[config.mk]
export PLATFORM = sky130hd
export DESIGN_NAME = pixel_readout
export DESIGN_NICKNAME = d
export VERILOG_FILES = /design/src/rtl/pixel_readout_pkg.sv /design/src/rtl/pixel_readout_fifo.sv /design/src/rtl/pixel_readout.sv
export SDC_FILE = /design/constraint.sdc
export NUM_CORES = 1
export LEC_CHECK = 0
export CORE_MARGIN = 2
export CORE_UTILIZATION = 52
export DETAILED_ROUTE_END_ITERATION = 6
export PLACE_DENSITY_LB_ADDON = 0.1
export SLEW_MARGIN = 20
export SYNTH_ARGS = -nofsm -noshare
export SYNTH_HDL_FRONTEND = slang
export SYNTH_HIERARCHICAL = 1
export SYNTH_SLANG_ARGS = --single-unit
[constraint.sdc]
create_clock -name clk -period 3.4 [get_ports clk]
set_input_delay 0.51 -clock clk [delete_from_list [all_inputs] [get_ports clk]]
set_output_delay 0.51 -clock clk [all_outputs]
set_load 0.005 [all_outputs]
[src/rtl/pixel_readout_pkg.sv]
// Shared types for the pixel readout path: pixel and word typedefs plus serialiser states.
package pixel_readout_pkg;

  localparam int unsigned DATA_W = 8;
  localparam int unsigned NLANES = 4;

  typedef logic [DATA_W-1:0] pixel_t;
  typedef pixel_t [NLANES-1:0] word_t;

  typedef enum logic [0:0] {
    StIdle,
    StSend
  } ro_state_t;

endpackage

[src/rtl/pixel_readout_fifo.sv]
// Synchronous FIFO of captured pixel words. A push while full is ignored unless a pop
// frees the head slot in the same cycle.
module pixel_readout_fifo
  import pixel_readout_pkg::*;
#(
  parameter int unsigned DEPTH = 4
) (
  input  logic  clk,
  input  logic  reset,
  input  logic  push,
  input  word_t wdata,
  input  logic  pop,
  output word_t rdata,
  output logic  full,
  output logic  empty
);

  localparam int unsigned AddrW = $clog2(DEPTH);
  localparam int unsigned PtrW  = AddrW + 1;

  word_t           mem [DEPTH];
  logic [PtrW-1:0] wr_ptr_q, rd_ptr_q;
  logic            do_push, do_pop;

  // Extra pointer MSB distinguishes full from empty when the address bits match.
  assign empty   = (wr_ptr_q == rd_ptr_q);
  assign full    = (wr_ptr_q[AddrW] != rd_ptr_q[AddrW]) &&
                   (wr_ptr_q[AddrW-1:0] == rd_ptr_q[AddrW-1:0]);
  assign do_pop  = pop & ~empty;
  assign do_push = push & (~full | do_pop);
  assign rdata   = mem[rd_ptr_q[AddrW-1:0]];

  // Pointer update
  always_ff @(posedge clk) begin
    if (reset) begin
      wr_ptr_q <= '0;
      rd_ptr_q <= '0;
    end else begin
      if (do_push) wr_ptr_q <= wr_ptr_q + PtrW'(1);
      if (do_pop)  rd_ptr_q <= rd_ptr_q + PtrW'(1);
    end
  end

  // Storage write; contents need no reset since the pointers define validity
  always_ff @(posedge clk) begin
    if (do_push) mem[wr_ptr_q[AddrW-1:0]] <= wdata;
  end

endmodule

[src/rtl/pixel_readout.sv]
// Captures the pixel lanes during the read phase, buffers whole words and serialises them
// into a valid/ready pixel stream with start/end-of-frame markers.
module pixel_readout
  import pixel_readout_pkg::*;
#(
  parameter int unsigned DEPTH           = 4,
  parameter int unsigned READS_PER_FRAME = 1,
  parameter int unsigned FCNT_W          = 16
) (
  input  logic                     clk,
  input  logic                     reset,
  input  logic                     read,
  input  logic [NLANES*DATA_W-1:0] lane_in,
  output logic [DATA_W-1:0]        out_data,
  output logic                     out_valid,
  input  logic                     out_ready,
  output logic                     out_sof,
  output logic                     out_eof,
  output logic                     overflow,
  output logic [FCNT_W-1:0]        frame_cnt,
  output logic                     busy
);

  localparam int unsigned LaneW = (NLANES > 1) ? $clog2(NLANES) : 1;
  localparam int unsigned RcW   = (READS_PER_FRAME > 1) ? $clog2(READS_PER_FRAME) : 1;
  localparam logic [LaneW-1:0] LastLane = LaneW'(NLANES - 1);
  localparam logic [RcW-1:0]   LastRc   = RcW'(READS_PER_FRAME - 1);

  logic              read_q;
  word_t             shadow_q;
  logic              push, pop, full, empty;
  word_t             head;
  ro_state_t         state_q, state_d;
  word_t             word_q, word_d;
  logic [LaneW-1:0]  lane_q, lane_d;
  logic [RcW-1:0]    rc_q, rc_d;
  logic              overflow_q;
  logic [FCNT_W-1:0] fcnt_q;
  logic              hs, last_lane;

  // Shadow tracks the lanes while read is high; its last value is pushed on the falling edge
  always_ff @(posedge clk) begin
    if (reset) begin
      read_q   <= 1'b0;
      shadow_q <= '0;
    end else begin
      read_q <= read;
      if (read) shadow_q <= lane_in;
    end
  end

  assign push = read_q & ~read;

  pixel_readout_fifo #(
    .DEPTH(DEPTH)
  ) u_fifo (
    .clk  (clk),
    .reset(reset),
    .push (push),
    .wdata(shadow_q),
    .pop  (pop),
    .rdata(head),
    .full (full),
    .empty(empty)
  );

  assign out_valid = (state_q == StSend);
  assign hs        = out_valid & out_ready;
  assign last_lane = (lane_q == LastLane);
  assign out_data  = word_q[lane_q];
  assign out_sof   = out_valid & (rc_q == '0) & (lane_q == '0);
  assign out_eof   = out_valid & (rc_q == LastRc) & last_lane;
  assign overflow  = overflow_q;
  assign frame_cnt = fcnt_q;
  assign busy      = out_valid | ~empty | read_q;

  // Serialiser next state: walk lanes on each handshake, refill from the FIFO without a bubble
  always_comb begin
    state_d = state_q;
    word_d  = word_q;
    lane_d  = lane_q;
    rc_d    = rc_q;
    pop     = 1'b0;
    unique case (state_q)
      StIdle: begin
        if (!empty) begin
          pop     = 1'b1;
          word_d  = head;
          lane_d  = '0;
          state_d = StSend;
        end
      end
      StSend: begin
        if (hs) begin
          if (!last_lane) begin
            lane_d = lane_q + LaneW'(1);
          end else begin
            // rc is the in-frame index of the next popped word
            rc_d = (rc_q == LastRc) ? '0 : rc_q + RcW'(1);
            if (!empty) begin
              pop    = 1'b1;
              word_d = head;
              lane_d = '0;
            end else begin
              state_d = StIdle;
            end
          end
        end
      end
      default: state_d = StIdle;
    endcase
  end

  // Serialiser registers, sticky overflow and frame counter
  always_ff @(posedge clk) begin
    if (reset) begin
      state_q    <= StIdle;
      word_q     <= '0;
      lane_q     <= '0;
      rc_q       <= '0;
      overflow_q <= 1'b0;
      fcnt_q     <= '0;
    end else begin
      state_q <= state_d;
      word_q  <= word_d;
      lane_q  <= lane_d;
      rc_q    <= rc_d;
      if (push & full & ~pop) overflow_q <= 1'b1;
      if (hs & out_eof)       fcnt_q     <= fcnt_q + FCNT_W'(1);
    end
  end

endmodule

==> impl_metrics.tcl <==
set metrics [dict create \
    status "complete, no violations" \
    dieArea_mm2 0.0175 \
    gp_congestion 0.785 \
    cts-resized-gates 0 \
    hold_class "register to register" \
    synthCells 593 \
    antenna_left 0 \
    synth_ff_type "edfxtp_1" \
    drt_first_iter_violations 270 \
    slowest_stage "or3b_2" \
    pre_cts_ws_ns 0.607 \
    min_period_ns 3.23 \
    critical_path.endpoint_type "output pin" \
    synth_most_common_cell "edfxtp_1" \
    rsz0062_at_grt "no" \
    crit_start "u_fifo/wr_ptr_q[1]$_SDFFE_PP0P_" \
    seq_area_frac_synth 0.666 \
    drt_pass1_iterations 4 \
    syn_nets 638 \
    cp_top_family "simple AND/OR/NAND/NOR gates" \
    cts-root-buf "clkbuf_16" \
    tritoncts "built" \
    die_h_um 132 \
    cts_setup_buffers 0 \
    finalInstanceArea_mm2 0.0103 \
    io_buffers 64 \
    syn_area_mm2 0.00857 \
    avgSynthCellArea_um2 14.5 \
    dp_hpwl_mm 10.1 \
    skew_ns 0.0137 \
    avgViaCountPerCell 5.48 \
    synth_edf_count 128 \
    rows 46 \
    crit_path_cell_trace "xnor2_2 > nand2_1 > nor2_1 > or3b_2 > clkdlybuf4s50_1" \
    clk_path_buf_depth 3 \
    grt_first_pass_wirelength_mm 26.2 \
    antenna_found_initial 0 \
    power.leakage_nw 3.52 \
    cp_max_fo 7 \
    crit_required_ns 2.89 \
    numCtsBuffers 23 \
    fin_setup_tns_ns 0 \
    worstHoldStart "word_q[27]$_SDFFE_PP0P_" \
    clk_pin_slew_worst_paths_ns 0.06 \
    async_reset_ff_frac 0 \
    worstSetupPathType "register to output pin" \
    setup_slack_ns 0.173 \
    via_count 4907 \
    start_util 0.536 \
    insertion_delay_ns 0.50 \
    io_pins 65 \
    start_kind "register" \
    synthTopCellsByCount "128 x edfxtp_1, 93 x dfxtp_1, 73 x nand2_1, 51 x nor2_1, 41 x a21oi_1" \
    antenna_cells 0 \
    setup_viol 0 \
    synth.largest_area_cell "edfxtp_1" \
    grt_util_all_layers 0.189 \
    power.density_mw_per_mm2 598 \
    synth_top_area_frac 0.449 \
    timing.fmax_mhz 310 \
    drc 0 \
    cts.sinks 221 \
    rr_startpoint "u_fifo/wr_ptr_q[1]$_SDFFE_PP0P_" \
    ir_drop_v 0.000446 \
    avgRoutedWirePerCell_um 18.0 \
    cp.buffers_inverters 1 \
    area_growth_pct 19.6 \
    layout-drive-gt1-share 0.159 \
    h-tree-depth 1 \
    wl_mm 16.1 \
    slew_headroom 0.401 \
    grt_max_degree 55 \
    fin_nets 709 \
    yosysWarnings 6 \
    synth-seq-cells 221 \
    die_width_um 132 \
    whs_ns 0.454 \
    grt_pass1_vias 5009 \
    core_area_mm2 0.0160 \
    placed_area_mm2 0.00949 \
    slew_violations 0 \
    n_fill_cell 1236 \
    fin_crit_sh 0.949 \
    synth_area_leaders "edfxtp_1 45%, dfxtp_1 22%, mux4_2 11%, mux2i_1 4.0%, nand2_1 3.2%" \
    tightestPinTransition_ns 0.898 \
    hold_buffers 0 \
    critPathMaxStageDelay_ns 0.48 \
    hold_violations 0 \
    grt_overflow 0 \
    drv_cap 0 \
    ys_types 48 \
    dp.cells 855 \
    fin_cells 896 \
    arrival_ns 2.72 \
]
## stage by stage
stage / power, W / util
6_report: 0.00613 / 0.641
3_5_place_dp: 0.00368 / 0.593
4_1_cts: 0.00619 / 0.641
5_1_grt: 0.00636 / 0.641
2_1_floorplan: 0.00345 / -
3_3_place_gp: 0.00366 / 0.593
## registers in the layout (all words and copies together) (netlist names), named ones only
| name | cells |
|---|---|
| u_fifo/rd_ptr_q | 3 |
| lane_q | 2 |
| read_q | 1 |
| frame_cnt | 16 |
| u_fifo/wr_ptr_q | 3 |
| shadow_q | 32 |
| u_fifo/mem | 128 |
| word_q | 32 |
| out_valid | 1 |
| overflow | 1 |
## cell usage in the layout (no fill, tap or decap), types with 7 or more instances in the layout
cell type	synthesis	final
a21oi_1	41	40
buf_4	3	11
o21ai_0	7	7
ha_1	9	9
clkdlybuf4s50_1	0	62
dfxtp_1	93	91
inv_1	7	7
mux2i_1	34	34
clkbuf_16	0	23
edfxtp_1	128	128
nand2_1	73	73
nand4_1	8	8
mux4_2	40	40
nor2_1	51	51
## routing by layer
metal / wire length [um] / vias up / GRT usage
li1: - / 2321 / -
met1: 6920 / 2465 / 0.244
met2: 8230 / 96 / 0.333
met3: 645 / 25 / 0.0292
met4: 293 / 0 / 0.0538
met5: 0 / - / 0
## final timing paths
kind | to | slack, ns | cells past startpoint
min reg2reg | word_q[27]$_SDFFE_PP0P_ | 0.45 | 2
max | busy | 0.17 | 5
min | word_q[27]$_SDFFE_PP0P_ | 0.45 | 2
max reg2reg | u_fifo/mem[0][30]$_DFFE_PP_ | 0.83 | 8
## logic make-up (layout without fill, tap and decap cells)
logic type | after synthesis | after routing | synth area share
flops | 221 | 221 | 0.666
simple gates | 174 | 174 | 0.0945
mux | 79 | 79 | 0.152
compound gates | 57 | 57 | 0.0383
buf+inv | 40 | 127 | 0.0206
xor+xnor | 13 | 13 | 0.0159
fa+ha+maj | 9 | 9 | 0.0131
## final cells by class
cell class | instances | area [um2] | share of cell area
sequential | 221 | 5710 | 0.557
multi-input combinational | 332 | 2710 | 0.264
timing repair buffer | 78 | 773 | 0.0754
clock buffer | 28 | 594 | 0.0580
tap | 216 | 270 | 0.0264
clock inverter | 13 | 166 | 0.0162
inverter | 8 | 30.0 | 0.00293
## power breakdown
group / switching (W) / leakage [nW] / total, W / internal (W)
Clock: 0.000974 / 0.368 / 0.00252 / 0.00155
Sequential: 0.0000901 / 1.93 / 0.00304 / 0.00295
Combinational: 0.000289 / 1.23 / 0.000572 / 0.000283
## worst reg2reg max path, cell delays in order, from the launching register on
cell	delay (ns)
dfxtp_1	0.36
xnor2_2	0.39
nand2_1	0.12
nor2_1	0.41
a21oi_1	0.19
inv_2	0.16
a41oi_2	0.20
and2_1	0.25
buf_4	0.22
Note: power is estimated with default switching activity, not from simulation.
